[config.mk]
export PLATFORM = sky130hd
export DESIGN_NAME = multicycle_ctrl
export DESIGN_NICKNAME = d
export VERILOG_FILES = /design/src/rtl/multicycle_ctrl.sv
export SDC_FILE = /design/constraint.sdc
export NUM_CORES = 1
export LEC_CHECK = 0
export BUFFER_PORTS_ARGS = -buffer_cell sky130_fd_sc_hd__buf_2
export CORE_ASPECT_RATIO = 1.1
export CORE_MARGIN = 5
export CORE_UTILIZATION = 30
export DETAILED_ROUTE_END_ITERATION = 6
export GPL_TIMING_DRIVEN = 1
export PLACE_DENSITY = 0.73
export SETUP_SLACK_MARGIN = 0.3
export SLEW_MARGIN = 10
export SYNTH_ARGS = -nofsm -noshare
export SYNTH_HDL_FRONTEND = slang
export SYNTH_SLANG_ARGS = --single-unit
[constraint.sdc]
create_clock -name clk_i -period 6.1 [get_ports clk_i]
set_clock_uncertainty 0.1 [all_clocks]
set_input_delay 1.22 -clock clk_i [delete_from_list [all_inputs] [get_ports clk_i]]
set_output_delay 1.22 -clock clk_i [all_outputs]
set_load 0.01 [all_outputs]
[src/rtl/multicycle_ctrl.sv]
// -----------------------------------------------------------------------------
// multicycle_ctrl
//
// Purpose:
//   One-hot multicycle controller for the 54-instruction CPU. Each instruction
//   is sequenced through IF -> ID -> EX and then, depending on its class, an
//   optional mul/div wait (MD), a data memory access (MEM) and a register
//   write-back (WB). Instruction-memory, data-memory and mul/div handshakes
//   can stretch IF, MEM and MD respectively by any number of cycles.
//
// Optional feature:
//   CTRL_PERF_EN - when defined, cycle_cnt_o counts every cycle out of reset
//                  and retire_cnt_o counts every instr_done_o cycle (both wrap
//                  modulo 2^CNT_W). When undefined both ports read 0 and no
//                  counter flops are built.
//
// Ports:
//   clk_i            clock, rising edge
//   rst_ni           asynchronous active-low reset; also gates every output
//   decoded_instr_i  one-hot decoded instruction, sampled in ID
//   imem_ready_i     instruction word valid (consumed in IF)
//   dmem_ready_i     data access complete (consumed in MEM)
//   md_done_i        mul/div result valid (consumed in MD)
//   branch_taken_i   branch condition (consumed in EX)
//   state_o          one-hot state {WB,MEM,MD,EX,ID,IF}
//   ir_in_o .. regfile_w_o  datapath strobes
//   rf_wsel_o        write-back source: 0 ALU Z, 1 memory, 2 mul/div
//   instr_done_o     last cycle of an instruction
//   cycle_cnt_o      performance counter: cycles out of reset
//   retire_cnt_o     performance counter: retired instructions
// -----------------------------------------------------------------------------
module multicycle_ctrl #(
  parameter int unsigned        INSTR_W     = 54,
  parameter logic [INSTR_W-1:0] WB_MASK     = 54'h0_0000_FFFF_FFFF,
  parameter logic [INSTR_W-1:0] LOAD_MASK   = 54'h0_001F_0000_0000,
  parameter logic [INSTR_W-1:0] STORE_MASK  = 54'h0_00E0_0000_0000,
  parameter logic [INSTR_W-1:0] BRANCH_MASK = 54'h0_FF00_0000_0000,
  parameter logic [INSTR_W-1:0] MULDIV_MASK = 54'hF_0000_0000_0000,
  parameter int unsigned        CNT_W       = 32
) (
  input  logic               clk_i,
  input  logic               rst_ni,
  input  logic [INSTR_W-1:0] decoded_instr_i,
  input  logic               imem_ready_i,
  input  logic               dmem_ready_i,
  input  logic               md_done_i,
  input  logic               branch_taken_i,
  output logic [5:0]         state_o,
  output logic               ir_in_o,
  output logic               pc_ena_o,
  output logic               pc_sel_o,
  output logic               decode_ena_o,
  output logic               zin_o,
  output logic               zout_o,
  output logic               md_start_o,
  output logic               dmem_rd_o,
  output logic               dmem_wr_o,
  output logic               regfile_w_o,
  output logic [1:0]         rf_wsel_o,
  output logic               instr_done_o,
  output logic [CNT_W-1:0]   cycle_cnt_o,
  output logic [CNT_W-1:0]   retire_cnt_o
);

  // One-hot encoding: bit order matches state_o = {WB,MEM,MD,EX,ID,IF}.
  typedef enum logic [5:0] {
    ST_IF  = 6'b000001,
    ST_ID  = 6'b000010,
    ST_EX  = 6'b000100,
    ST_MD  = 6'b001000,
    ST_MEM = 6'b010000,
    ST_WB  = 6'b100000
  } state_e;

  typedef enum logic [2:0] {
    CL_NOP    = 3'd0,
    CL_WB     = 3'd1,
    CL_BRANCH = 3'd2,
    CL_MULDIV = 3'd3,
    CL_STORE  = 3'd4,
    CL_LOAD   = 3'd5
  } class_e;

  state_e state_q, state_d;
  class_e class_q, class_d;

  // Raw (ungated) strobes, produced by the next-state process.
  logic       ir_in_s;
  logic       pc_ena_s;
  logic       pc_sel_s;
  logic       decode_ena_s;
  logic       zin_s;
  logic       zout_s;
  logic       md_start_s;
  logic       dmem_rd_s;
  logic       dmem_wr_s;
  logic       regfile_w_s;
  logic [1:0] rf_wsel_s;
  logic       instr_done_s;

  // Write-back source derived from the latched class.
  logic [1:0] wb_src;

  // ---------------------------------------------------------------------------
  // Instruction classification. Several class bits may be set at once on a
  // malformed decode; the fixed priority below resolves that deterministically.
  // ---------------------------------------------------------------------------
  always_comb begin
    class_d = CL_NOP;
    if (|(decoded_instr_i & LOAD_MASK)) begin
      class_d = CL_LOAD;
    end else if (|(decoded_instr_i & STORE_MASK)) begin
      class_d = CL_STORE;
    end else if (|(decoded_instr_i & MULDIV_MASK)) begin
      class_d = CL_MULDIV;
    end else if (|(decoded_instr_i & BRANCH_MASK)) begin
      class_d = CL_BRANCH;
    end else if (|(decoded_instr_i & WB_MASK)) begin
      class_d = CL_WB;
    end
  end

  always_comb begin
    wb_src = 2'd0;
    if (class_q == CL_LOAD) begin
      wb_src = 2'd1;
    end else if (class_q == CL_MULDIV) begin
      wb_src = 2'd2;
    end
  end

  // ---------------------------------------------------------------------------
  // State and class registers. The class is captured only on the ID->EX edge
  // so later decoder activity cannot disturb an instruction in flight.
  // ---------------------------------------------------------------------------
  always_ff @(posedge clk_i or negedge rst_ni) begin
    if (!rst_ni) begin
      state_q <= ST_IF;
      class_q <= CL_NOP;
    end else begin
      state_q <= state_d;
      if (state_q == ST_ID) begin
        class_q <= class_d;
      end
    end
  end

  // ---------------------------------------------------------------------------
  // Next-state and strobe decode.
  // ---------------------------------------------------------------------------
  always_comb begin
    state_d      = state_q;
    ir_in_s      = 1'b0;
    pc_ena_s     = 1'b0;
    pc_sel_s     = 1'b0;
    decode_ena_s = 1'b0;
    zin_s        = 1'b0;
    zout_s       = 1'b0;
    md_start_s   = 1'b0;
    dmem_rd_s    = 1'b0;
    dmem_wr_s    = 1'b0;
    regfile_w_s  = 1'b0;
    rf_wsel_s    = 2'd0;
    instr_done_s = 1'b0;

    case (state_q)
      ST_IF: begin
        // Waiting in IF for the instruction word is silent.
        if (imem_ready_i) begin
          ir_in_s  = 1'b1;
          pc_ena_s = 1'b1;
          state_d  = ST_ID;
        end
      end

      ST_ID: begin
        decode_ena_s = 1'b1;
        state_d      = ST_EX;
      end

      ST_EX: begin
        zin_s = 1'b1;
        case (class_q)
          CL_MULDIV: begin
            md_start_s = 1'b1;
            state_d    = ST_MD;
          end
          CL_LOAD, CL_STORE: begin
            state_d = ST_MEM;
          end
          CL_WB: begin
            state_d = ST_WB;
          end
          CL_BRANCH: begin
            // Taken branch loads the target through the PC mux (pc_sel=1).
            if (branch_taken_i) begin
              pc_ena_s = 1'b1;
              pc_sel_s = 1'b1;
            end
            state_d      = ST_IF;
            instr_done_s = 1'b1;
          end
          default: begin
            state_d      = ST_IF;
            instr_done_s = 1'b1;
          end
        endcase
      end

      ST_MD: begin
        if (md_done_i) begin
          state_d = ST_WB;
        end
      end

      ST_MEM: begin
        zout_s    = 1'b1;
        dmem_rd_s = (class_q == CL_LOAD);
        dmem_wr_s = (class_q != CL_LOAD);
        if (dmem_ready_i) begin
          if (class_q == CL_LOAD) begin
            state_d = ST_WB;
          end else begin
            state_d      = ST_IF;
            instr_done_s = 1'b1;
          end
        end
      end

      ST_WB: begin
        regfile_w_s  = 1'b1;
        rf_wsel_s    = wb_src;
        // Only the ALU path drives the result bus from Z during write-back.
        zout_s       = (wb_src == 2'd0);
        state_d      = ST_IF;
        instr_done_s = 1'b1;
      end

      default: begin
        // Illegal one-hot pattern: recover to fetch without side effects.
        state_d = ST_IF;
      end
    endcase
  end

  // ---------------------------------------------------------------------------
  // Outputs. Every strobe is gated by rst_ni so that an asynchronous reset
  // silences the datapath immediately, even between clock edges.
  // ---------------------------------------------------------------------------
  assign state_o      = state_q;
  assign ir_in_o      = ir_in_s      & rst_ni;
  assign pc_ena_o     = pc_ena_s     & rst_ni;
  assign pc_sel_o     = pc_sel_s     & rst_ni;
  assign decode_ena_o = decode_ena_s & rst_ni;
  assign zin_o        = zin_s        & rst_ni;
  assign zout_o       = zout_s       & rst_ni;
  assign md_start_o   = md_start_s   & rst_ni;
  assign dmem_rd_o    = dmem_rd_s    & rst_ni;
  assign dmem_wr_o    = dmem_wr_s    & rst_ni;
  assign regfile_w_o  = regfile_w_s  & rst_ni;
  assign rf_wsel_o    = rf_wsel_s    & {2{rst_ni}};
  assign instr_done_o = instr_done_s & rst_ni;

  // ---------------------------------------------------------------------------
  // Performance counters.
  // ---------------------------------------------------------------------------
`ifdef CTRL_PERF_EN
  logic [CNT_W-1:0] cycle_cnt_q;
  logic [CNT_W-1:0] retire_cnt_q;

  always_ff @(posedge clk_i or negedge rst_ni) begin
    if (!rst_ni) begin
      cycle_cnt_q  <= '0;
      retire_cnt_q <= '0;
    end else begin
      cycle_cnt_q <= cycle_cnt_q + CNT_W'(1);
      if (instr_done_s) begin
        retire_cnt_q <= retire_cnt_q + CNT_W'(1);
      end
    end
  end

  assign cycle_cnt_o  = cycle_cnt_q;
  assign retire_cnt_o = retire_cnt_q;
`else
  assign cycle_cnt_o  = '0;
  assign retire_cnt_o = '0;
`endif

endmodule

== After elaboration in Yosys (flattened, before gate mapping) ==
Index checks and enable logic that the tools add are counted.

* Register bits: 9
* Output and inout bits: 83
* Word-level logic and storage cells: 70

* Eq/ne operators: 15
* Mux-type cells: 32
* Bitwise logic cells: 12
* Reduce and logical (&&, ||, !) cells: 9

{| class="wikitable"
|+ Operators by type and width
! cell !! number
|-
| OR reduction 32 bit || 1
|-
| case mux 6 bit (5 select lines) || 1
|-
| 2-to-1 mux 6 bit || 4
|-
| case mux 6 bit (3 select lines) || 1
|-
| 2-to-1 mux 1 bit || 16
|-
| AND 1 bit || 11
|-
| 2-to-1 mux 3 bit || 3
|-
| 2-to-1 mux 2 bit || 4
|-
| OR reduction 4 bit || 2
|-
| OR reduction 8 bit || 1
|-
| equality test 3 x 2 -> 1 bit, second input constant || 2
|-
| equality test 3 bit, second input constant || 2
|-
| equality test 6 x 1 -> 1 bit, second input constant || 1
|-
| equality test 6 x 2 -> 1 bit, second input constant || 1
|-
| equality test 6 x 3 -> 1 bit, second input constant || 1
|-
| equality test 6 x 4 -> 1 bit, second input constant || 1
|-
| equality test 6 x 5 -> 1 bit, second input constant || 1
|-
| equality test 6 bit, second input constant || 1
|-
| inequality test 2 bit, second input constant || 3
|-
| OR reduction 5 bit || 1
|-
| case mux 1 bit (2 select lines) || 2
|-
| equality test 3 x 1 -> 1 bit, second input constant || 1
|-
| inequality test 3 bit, second input constant || 1
|-
| case mux 1 bit (3 select lines) || 1
|-
| other kinds (5) || 5
|}

== Logic depth before layout (Yosys ltp) ==
Gate-level depths: netlist of the first run.

* Word-level depth: 6
* Mapped depth: 6
* Mapped depth without buffers: 5

== Least setup slack after synthesis of the first run ==
OpenSTA, ideal clock, no wires.

* Kind: in2out
* From: in rst_ni
* To: out pc_ena_o
* Arrival: 1913 ps
* Path slack: 2867 ps
* Stages on the path: 3
* Buffers on the path: 0
* Path through: and3_1 > and4b_1 > or2_1

* Word-level cells in the longest chain between the ends: 1

{| class="wikitable"
|+ RTL lines
! what !! RTL line !! RTL
|-
| from (decl) || 42 || <nowiki>input logic rst_ni,</nowiki>
|-
| AND 1 bit || 252 || <nowiki>assign pc_ena_o = pc_ena_s & rst_ni;</nowiki>
|-
| to (decl) || 50 || <nowiki>output logic pc_ena_o,</nowiki>
|}

No other way between the ends.

== Worst setup path after layout of the first run ==
* From: in rst_ni
* To: out zout_o

* Word-level cells in the longest chain between the ends: 1

{| class="wikitable"
|+ RTL lines
! what !! RTL line !! RTL
|-
| AND 1 bit || 256 || <nowiki>assign zout_o = zout_s & rst_ni;</nowiki>
|-
| to (decl) || 54 || <nowiki>output logic zout_o,</nowiki>
|}

No other way between the ends.

==> metrics, run 1 <==
most frequent cells in the layout=buf_2 (76), conb_1 (64), nor4_1 (12); post-DR wirelength/cell=12.3 um; largest net degree at the start of global routing=16; Post-Route WL=3570 um; RSZ-0062 raised after global routing=no; CP Capture Type=output port; Post-DRT Antenna Nets=0; Setup Buffers After CTS=0; WP data required=4.78 ns; post_cts resized=0; H-tree depth=1; synthesized instance count=162; reg-to-reg critical path endpoint=state_o[0]; CP arrival=2.23 ns; largest family of logic cells by synthesized area=buffers and inverters; row cnt=24; 1st-iter DRT viols=approximately 50; Placeable Area=4020 sq um; Yosys cell types=43; Setup crit start kind=input port; LEAKAGE=0.852 nW; XOR/XNOR Fraction of Synth Area=less than 1%; Hold WS=0.439 ns; clk sinks=9; PortBufs=76; vias post-DR=1240; Longest Clk Path Bufs=2; wire length of the first global-routing pass=5210 um; nets=300; layout cell share with drive strength beyond 1=36.8%; Clock transition at path regs=roughly 0.05 ns; Final min period=3.55 ns; worst reg2reg setup slack=4.17 ns; Initial Util=31.5%; FF+latch count, synth=9; Final Wtd Congestion=0.819; worst min path class=flop to flop; pwr dens=222 nW/um^2; Mapped Area=around 1300 sq um; peak fanout along the critical path=15; later-pin clock latency in the skew report=0.24 ns; full die area=~5600 sq um; number of synthesized flops with an enable pin=0; CTS hold repair buffers=0; CP Class=input port to output port; Hold Crit Start=class_q[1]; post-synth top area share=between 30% and 40%; total track usage=11.6%; final slew viol count=0; Pre-Repair DR Iteration Count=4; number of global-route vias before repair=1200; placed inst area=1450 sq um; FF-to-FF path depth=4; CTS buffer count=3; clock root cell=clkbuf_8; Post-synth ARST share=100%; hold depth=1; Synth Area in Adders=0%; leading cell type in the layout, fill and taps excluded=buf_2; fmax=282 MHz; CTS tree=built; boundary pin count=143; antenna cell count=0; setup violators final=0; Synth Flop Type=dfrtp_1; status=completed; FILL cells=450; post-synthesis mux area share=0.790%; max-cap violation count=0; HPWL after DPL=3190 um; simple-gate share of the synthesized area=29.3%; top post-synthesis cells by area=buf_4 (38%), dfrtp_1 (16%), nor4_1 (5.9%); largest area contributor in the netlist=buf_4; Die X=72.0 um; total gr overflow=0; sequential area share after synthesis=17.9%; compound-cell area share of the yosys netlist=between 10% and 20%; drc violations=0; Finished Cell Area=1500 sq um; synthesized area per cell=7.82 sq um; worst hold path endpoint=state_o[4]; maximum vdd drop=0.0717 mV; yosys warns=0; worst r2r src=state_o[2]; initial antenna violation count=0; Final Cycle Share=58.2%; final hold vios=0; chip height=78.2 um; vias per inst=between 4 and 5; Area growth syn-to-layout=18.4%; setup TNS=0 ns
[cells by family after synthesis]
family | after synthesis
buffers and inverters | 70
AOI/OAI and AO/OA | 17
other | 1
xor gates and xnor gates | 1
and+or+nand+nor | 63
DFF | 9
muxes | 1
[through the flow]
step	util, %	setup slack, ns	power [mW]	instances
6_report	37.3	2.55	0.333	291
3_5_place_dp	36.1	2.53	0.262	287
4_1_cts	37.3	2.52	0.334	291
3_3_place_gp	36.1	2.54	0.258	287
5_1_grt	37.3	2.41	0.362	291
2_1_floorplan	-	2.87	0.246	225
[flip-flops by register name, summed over array words and instances (netlist names)]
register	flops
class_q	3
state_o	6
[critical path, stage by stage]
cell and delay [ns]:
buf_2 0.27, nand2_1 0.09, or3_4 0.35, inv_2 0.07, nand2_1 0.05, nand2_1 0.06
buf_2 0.12
[report_power, final]
part           switching [mW]  total (mW)  internal (mW)  leakage, nW
Sequential             0.0328       0.111         0.0781        0.111
Clock                  0.0263      0.0710         0.0447       0.0255
Combinational          0.0854       0.152         0.0661        0.715
Total                   0.145       0.333          0.189        0.852
[layout make-up]
class,count,area [sq um],area share (%)
clock inverters,1,5.00,0.334
flip-flops and latches,9,226,15.1
repair buffers,76,380,25.4
inverters,4,15.0,1.00
clock buffers,3,41.3,2.75
multi-input cells,146,767,51.1
well taps,52,65.1,4.34
[cell usage after synthesis (2+ instances only)]
master and count:
and2_1 2, or2_1 2, o31ai_1 4, nor2b_1 2, inv_1 3, nand2_1 10
nor2_1 10, dfrtp_1 8, nand4_1 2, and3_1 6, a31oi_1 2, nor3_1 4
or3_1 2, nor4b_1 2, nor4_1 12, buf_4 64
[metal layers]
layer  track usage (%)  vias up  wire length, um
li1                  -      597                -
met4              4.51        0               61
met3              4.21        7              433
met1              11.4      556             1220
met2              21.8       80             1850
met5                 0        -                0
[how the worst max path moves through the flow]
stage               cells past startpoint  endpoint   start
floorplan                               3  pc_ena_o  rst_ni
finish                                  7    zout_o  rst_ni
detailed placement                      7    zout_o  rst_ni
global route                            7    zout_o  rst_ni
global placement                        7    zout_o  rst_ni
CTS                                     7    zout_o  rst_ni
Power figures use the tool's default switching activity.
==> run 2, diff against run 1 <==
ABC_AREA = 1   (was not set)
PLACE_DENSITY = 0.72   (was 0.73)
clock period = 3.6 ns   (was 6.1 ns; I/O delays follow)
==> run 2 against run 1 <==
Cell area up 2.7%. Worst hold slack worse by 0.19 ns. Routed wire length down 7.4%. Global-route usage down 1.0 points. Register-to-register slack worse by 2.1 ns. First-iteration DRC count up 12%. Critical path depth down 1. Die area up 1.6%. Sequential share of layout area down 0.39 points. Combinational power up 55%. Largest cell class unchanged. Highest routed layer unchanged.
==> metrics, run 2 <==
largest net degree at the start of global routing=13 (-3); Synth Area in Adders=0% (unchanged); yosys warns=0 (unchanged); Final Wtd Congestion=0.886 (+8.2%); WP data required=2.78 ns (-2.00 ns); status=completed; CTS buffer count=3 (unchanged); worst r2r src=state_o[2]; number of synthesized flops with an enable pin=0 (unchanged); Combinational Power Share=46.7% (+1.3 points); full die area=5720 sq um (+1.6%); Worst Path Buf+Inv=3 (unchanged); Power Total=0.506 mW (+52%); Setup crit start kind=input port; vias post-DR=1237 (-0.24%); Synth Flop Type=dfrtp_1; fmax=383 MHz; post-DR wirelength/cell=10.1 um (-18%); worst stage delay on the critical path=0.30 ns (-0.05 ns); wire length of the first global-routing pass=4740 um (-9.0%); compound-cell area share of the yosys netlist=4.17% (-6.6 points); register area=226 sq um (unchanged); area of the multi-input gates=761 sq um (-0.82%); Final Cycle Share=72.5%; Most common cell on crit path=buf_2; CP Capture Type=output port; simple-gate share of the synthesized area=36.1% (+6.8 points); crit-path cells=buf_2 -> inv_1 -> nor4_4 -> nand3_1 -> o21ai_1 -> buf_2; share of total power in the clock network=22.9% (+1.6 points); Post-DRT Antenna Nets=0 (unchanged); final hold vios=0 (unchanged); synthesized area per cell=6.66 sq um (-15%); max-cap violation count=0 (unchanged); XOR/XNOR Fraction of Synth Area=0% (-0.69 points); Final min period=2.61 ns; clk sinks=9 (unchanged); H-tree depth=1 (unchanged); Die X=72.6 um (+0.80%); Mapped Area=1290 sq um (+1.9%); crit path from=rst_ni; Int Pwr=0.287 mW (+52%); Slowest cell on crit path=nor4_4; post_cts resized=0 (unchanged); most frequent cells in the layout=buf_2 (76), conb_1 (64), nor2_1 (39); placed insts=323 (+13%); peak fanout along the critical path=12 (-3); Longest Clk Path Bufs=2 (unchanged); post-synth top area share=37.2% (-0.70 points); CP Class=input port to output port; pwr dens=328 nW/um^2 (+48%); post-place setup slack=0.958 ns (-1.57 ns); 1st-iter DRT viols=57 (+12%); layout cell share with drive strength beyond 1=34.4% (-2.4 points); CTS hold repair buffers=0 (unchanged); Post-Route WL=3300 um (-7.4%); largest area contributor in the netlist=buf_4; top-count cell post-synth=buf_4; drc violations=0 (unchanged); Placeable Area=4220 sq um (+4.9%); setup violators final=0 (unchanged); nets=334 (+11%); number of global-route vias before repair=1082 (-9.8%); Area growth syn-to-layout=19.3%; row cnt=25 (+4.2%); final slew viol count=0 (unchanged); total gr overflow=0 (unchanged); Pre-Repair DR Iteration Count=4 (unchanged); vias per inst=3.78 (-11%); Non-Filler Instances=327 (+12%); largest family of logic cells by synthesized area=buffers and inverters; leading cell type in the layout, fill and taps excluded=buf_2; LEAKAGE=0.913 nW (+7.3%); boundary pin count=143 (unchanged); sequential area share after synthesis=17.5% (-0.33 points); CTS tree=built; later-pin clock latency in the skew report=0.23 ns (about the same); critical path's top delay family=buffers and inverters; sw power=0.218 mW (+51%); synthesized instance count=194 (+20%); fin worst setup slack=0.988 ns (-1.56 ns); RSZ-0062 raised after global routing=no; FF+latch count, synth=9 (unchanged); sequential share of power=30.4% (-2.9 points); PortBufs=76 (unchanged); chip height=78.8 um (+0.81%); FILL cells=467 (+3.8%); most common library cells after synthesis=buf_4 (64), nor2_1 (39), nand2_1 (28); worst min path class=input port to asynchronous set/reset pin; clock root cell=clkbuf_8; CP arrival=1.79 ns (-0.44 ns); Initial Util=30.6% (-0.92 points); Net Sw Frac=43.2% (-0.19 points); total track usage=10.6% (-1.0 points); Post-synth ARST share=100% (unchanged); top post-synthesis cells by area=buf_4 (37%), dfrtp_1 (16%), nor2_1 (11%); maximum vdd drop=0.108 mV (+51%); Post-Route Utilization=36.5% (-0.81 points); Yosys cell types=25 (-42%); Clock transition at path regs=0.04 ns (about the same); max FFs per register=6 (unchanged); HPWL after DPL=3060 um (-4.3%); initial antenna violation count=0 (unchanged); Setup Buffers After CTS=0 (unchanged); setup TNS=0 ns (unchanged); post-synthesis mux area share=0% (-0.79 points); antenna cell count=0 (unchanged)
[run 2: cell types whose count changed in the layout (fill, tap and decap cells not counted), moves of 3 or more]
cell	previous run	this run
o31ai_1	4	0
nor2_4	0	3
inv_2	1	5
nor4_1	12	2
and3_1	6	0
nor3_1	4	7
nand2_1	10	28
inv_1	3	11
nor2_1	10	39
o21ai_1	0	5
[run 2: worst register-to-register path, cell delays in order, from the launching register on]
cell	delay (ns)
dfrtp_1	0.45
nor2_4	0.18
nand4_2	0.18
or2_1	0.29
nand2_1	0.13
nor3_1	0.06
[run 2: cell families (layout without fill, tap and decap cells)]
group	count (synthesis)	in the layout
compound gates	10	10
buf+inv	80	96
other cells	1	64
flops	9	9
simple gates	94	94
[run 2: worst paths after layout]
| kind | slack [ns] | to | cells after the start |
|---|---|---|---|
| worst min register to register | 0.50 | class_q[2] | 2 |
| worst min-delay path | 0.25 | state_o[3] | 1 |
| worst max-delay path | 0.99 | zout_o | 6 |
| worst max register to register | 2.09 | state_o[1] | 5 |
| max in group asynchronous | 2.89 | state_o[0] | 1 |
| min in group clk_i | 0.50 | class_q[2] | 2 |
[run 2: metal layers]
layer | vias up | wire length [um] | track usage [%]
met2 | 90 | 1560 | 17.8
met5 | - | 0 | 0
met3 | 4 | 531 | 3.67
li1 | 641 | - | -
met1 | 502 | 1180 | 12.1
met4 | 0 | 33 | 4.24
[run 2: area by class of cell]
cell class	count	area share [%]
Sequential cell	9	14.7
Inverter	16	3.90
Clock buffer	4	2.92
Timing Repair Buffer	76	24.7
Multi-Input combinational cell	168	49.4
Tap cell	54	4.39
[run 2: metrics by stage]
stage,hold slack [ns],area [sq um]
3_3_place_gp,0.474,1500
6_report,0.251,1540
2_1_floorplan,0.324,1530
5_1_grt,0.269,1540
4_1_cts,0.254,1540
3_5_place_dp,0.491,1500
[run 2: power groups by stage]
stage / logic (mW) / clock network (mW) / registers [mW]
6_report: 0.236 / 0.116 / 0.154
3_3_place_gp: 0.232 / 0 / 0.155
2_1_floorplan: 0.201 / 0 / 0.162
4_1_cts: 0.237 / 0.121 / 0.154
5_1_grt: 0.262 / 0.129 / 0.158
3_5_place_dp: 0.236 / 0 / 0.155
==> run 3, diff against run 2 <==
ABC_AREA = 0   (was 1)
PLACE_DENSITY = 0.75   (was 0.72)
clock period = 2.18 ns   (was 3.6 ns; I/O delays follow)
==> run 3 against run 2 <==
The run now ends with negative setup slack left. Routed wire length grew 21%. Largest power group unchanged. Largest cell class unchanged. Sequential cell count is the same. Sequential share of layout area decreased by 2.0 points. Critical path type is now flop to output port.
==> metrics, run 3 (synthesis gave the netlist of run 1 again) <==
max FFs per register=6 (unchanged); Setup crit start kind=flop; setup violators final=8 (+8); antenna cell count=0 (unchanged); sw power=0.504 mW (+130%); Longest Clk Path Bufs=2 (unchanged); total track usage=13.1% (+2.5 points); RSZ-0062 raised after global routing=yes; CTS tree=built; largest net degree at the start of global routing=14 (+1); vias per inst=4.21 (+11%); Placeable Area=4020 sq um (-4.7%); layout cell share with drive strength beyond 1=48.3% (+14 points); wire length of the first global-routing pass=5970 um (+26%); total gr overflow=0 (unchanged); later-pin clock latency in the skew report=0.23 ns (about the same); row cnt=24 (-4.0%); status=finished, violations left; max-cap violation count=0 (unchanged); Area growth syn-to-layout=42.5%; vias post-DR=1326 (+7.2%); full die area=5630 sq um (-1.6%); placed inst area=1550 sq um (+3.3%); reg-to-reg critical path endpoint=state_o[0]; final slew viol count=0 (unchanged); Final min period=2.34 ns; boundary pin count=143 (unchanged); Finished Cell Area=1810 sq um (+17%); share of total power in the clock network=14.6% (-8.3 points); CP arrival=1.80 ns (about the same); Post-Route WL=4000 um (+21%); Combinational Power Share=62.2% (+15 points); worst min path class=input port to asynchronous set/reset pin; maximum vdd drop=0.255 mV (+140%); FILL cells=408 (-13%); Hold WS=0.0683 ns (-0.183 ns); leading cell type in the layout, fill and taps excluded=buf_2; Die X=72.0 um (-0.79%); post-DR wirelength/cell=12.7 um (+26%); chip height=78.2 um (-0.81%); Post-DRT Antenna Nets=0 (unchanged); CTS buffer count=3 (unchanged); Slowest cell on crit path=or4_4; fin worst setup slack=-0.157 ns (-1.15 ns); drc violations=0 (unchanged); Net Sw Frac=39.4% (-3.8 points); number of global-route vias before repair=1303 (+20%); pwr dens=708 nW/um^2 (+120%); WP data required=1.64 ns (-1.14 ns); LEAKAGE=0.989 nW (+8.3%); Final Cycle Share=107%; H-tree depth=1 (unchanged); CP Capture Type=output port; 1st-iter DRT viols=47 (-18%); CP Class=flop to output port; final hold vios=0 (unchanged); FF-to-FF path depth=7 (+2); clock root cell=clkbuf_8; peak fanout along the critical path=3 (-9); fmax=roughly 430 MHz; worst stage delay on the critical path=0.50 ns (+0.20 ns); Clock transition at path regs=0.04 ns (about the same); clk sinks=9 (unchanged); Pre-Repair DR Iteration Count=4 (unchanged); violated checks=negative setup slack; Initial Util=31.5% (+0.92 points); worst reg2reg setup slack=0.07 ns (-2.02 ns); most frequent cells in the layout=buf_2 (73), conb_1 (64), buf_4 (18); nets=324 (-3.0%); PortBufs=76 (unchanged); Int Pwr=0.776 mW (+170%); crit-path cells=or4_4 -> buf_4 -> nor2_4 -> o2bb2ai_1 -> a31o_2 -> buf_6; Final Wtd Congestion=0.806 (-9.0%); register area=229 sq um (+1.1%); sequential share of power=23.2% (-7.2 points); HPWL after DPL=3360 um (+9.8%); worst r2r src=state_o[3]; initial antenna violation count=0 (unchanged); area of the multi-input gates=848 sq um (+12%)
==> run 3: cell types whose count changed in the layout (fill, tap and decap cells not counted), moves of 8 or more <==
cell	delta
buf_4	+18
inv_1	-8
nand2_1	-21
nor4_1	+10
nor2_1	-32
buf_6	+9
==> run 3: final cells by class <==
type	instances	area share, %
timing repair buffer	100	33.3
sequential	9	12.7
clock buffer	4	2.49
inverter	4	0.970
tap	52	3.60
multi-input combinational	146	47.0
==> run 3: worst max path at each step <==
stage	from	endpoint	slack [ns]	cells past startpoint
after floorplan	state_o[3]	instr_done_o	-0.01	5
after global placement	state_o[3]	zout_o	0.04	6
after detailed placement	state_o[3]	pc_ena_o	0.02	6
after CTS	state_o[2]	instr_done_o	-0.15	6
after global routing	state_o[0]	instr_done_o	-0.22	7
final	state_o[3]	instr_done_o	-0.16	6
==> run 3: timing repair <==
item / CTS / global route
pin swaps: 6 / 2
buffers inserted: 9 / 5
gates resized for setup: 12 / 11
hold buffers: 0 / 0
setup endpoints to repair: 14 / 18
==> run 3: critical path: cells and delay by family (launching register included) <==
family / cells / cell delay (ns)
AND/OR/NAND/NOR: 2 / 0.59
flip-flops: 1 / 0.42
AO/OA/AOI/OAI: 2 / 0.29
buffers and inverters: 2 / 0.27
==> run 3: metrics by stage <==
step | power [mW] | util, % | cells | setup slack [ns] | TNS, ns
final | 1.28 | 44.9 | 315 | -0.157 | -0.833
after global routing | 1.38 | 44.9 | 315 | -0.216 | -1.52
after CTS | 1.18 | 42.6 | 310 | -0.150 | -0.817
after detailed placement | 0.832 | 38.4 | 297 | 0.0170 | 0
after global placement | 0.819 | 38.4 | 297 | 0.0387 | 0
after floorplan | 0.701 | - | 225 | -0.0129 | -0.0303
==> run 3: power by group through the flow <==
stage / combinational, mW / clock (mW) / sequential (mW)
after global placement: 0.533 / 0 / 0.285
after detailed placement: 0.544 / 0 / 0.287
after CTS: 0.694 / 0.194 / 0.288
final: 0.796 / 0.187 / 0.296
after floorplan: 0.415 / 0 / 0.286
after global routing: 0.861 / 0.209 / 0.306
==> run 3: routing by layer <==
metal	up-vias	track usage (%)	wire (um)	part of all wire, %
li1	648	-	-	-
met1	599	12.4	1290	32
met2	77	26.9	2290	57
met3	2	3.83	410	10
met4	0	2.82	12	0.30
met5	-	0	0	0
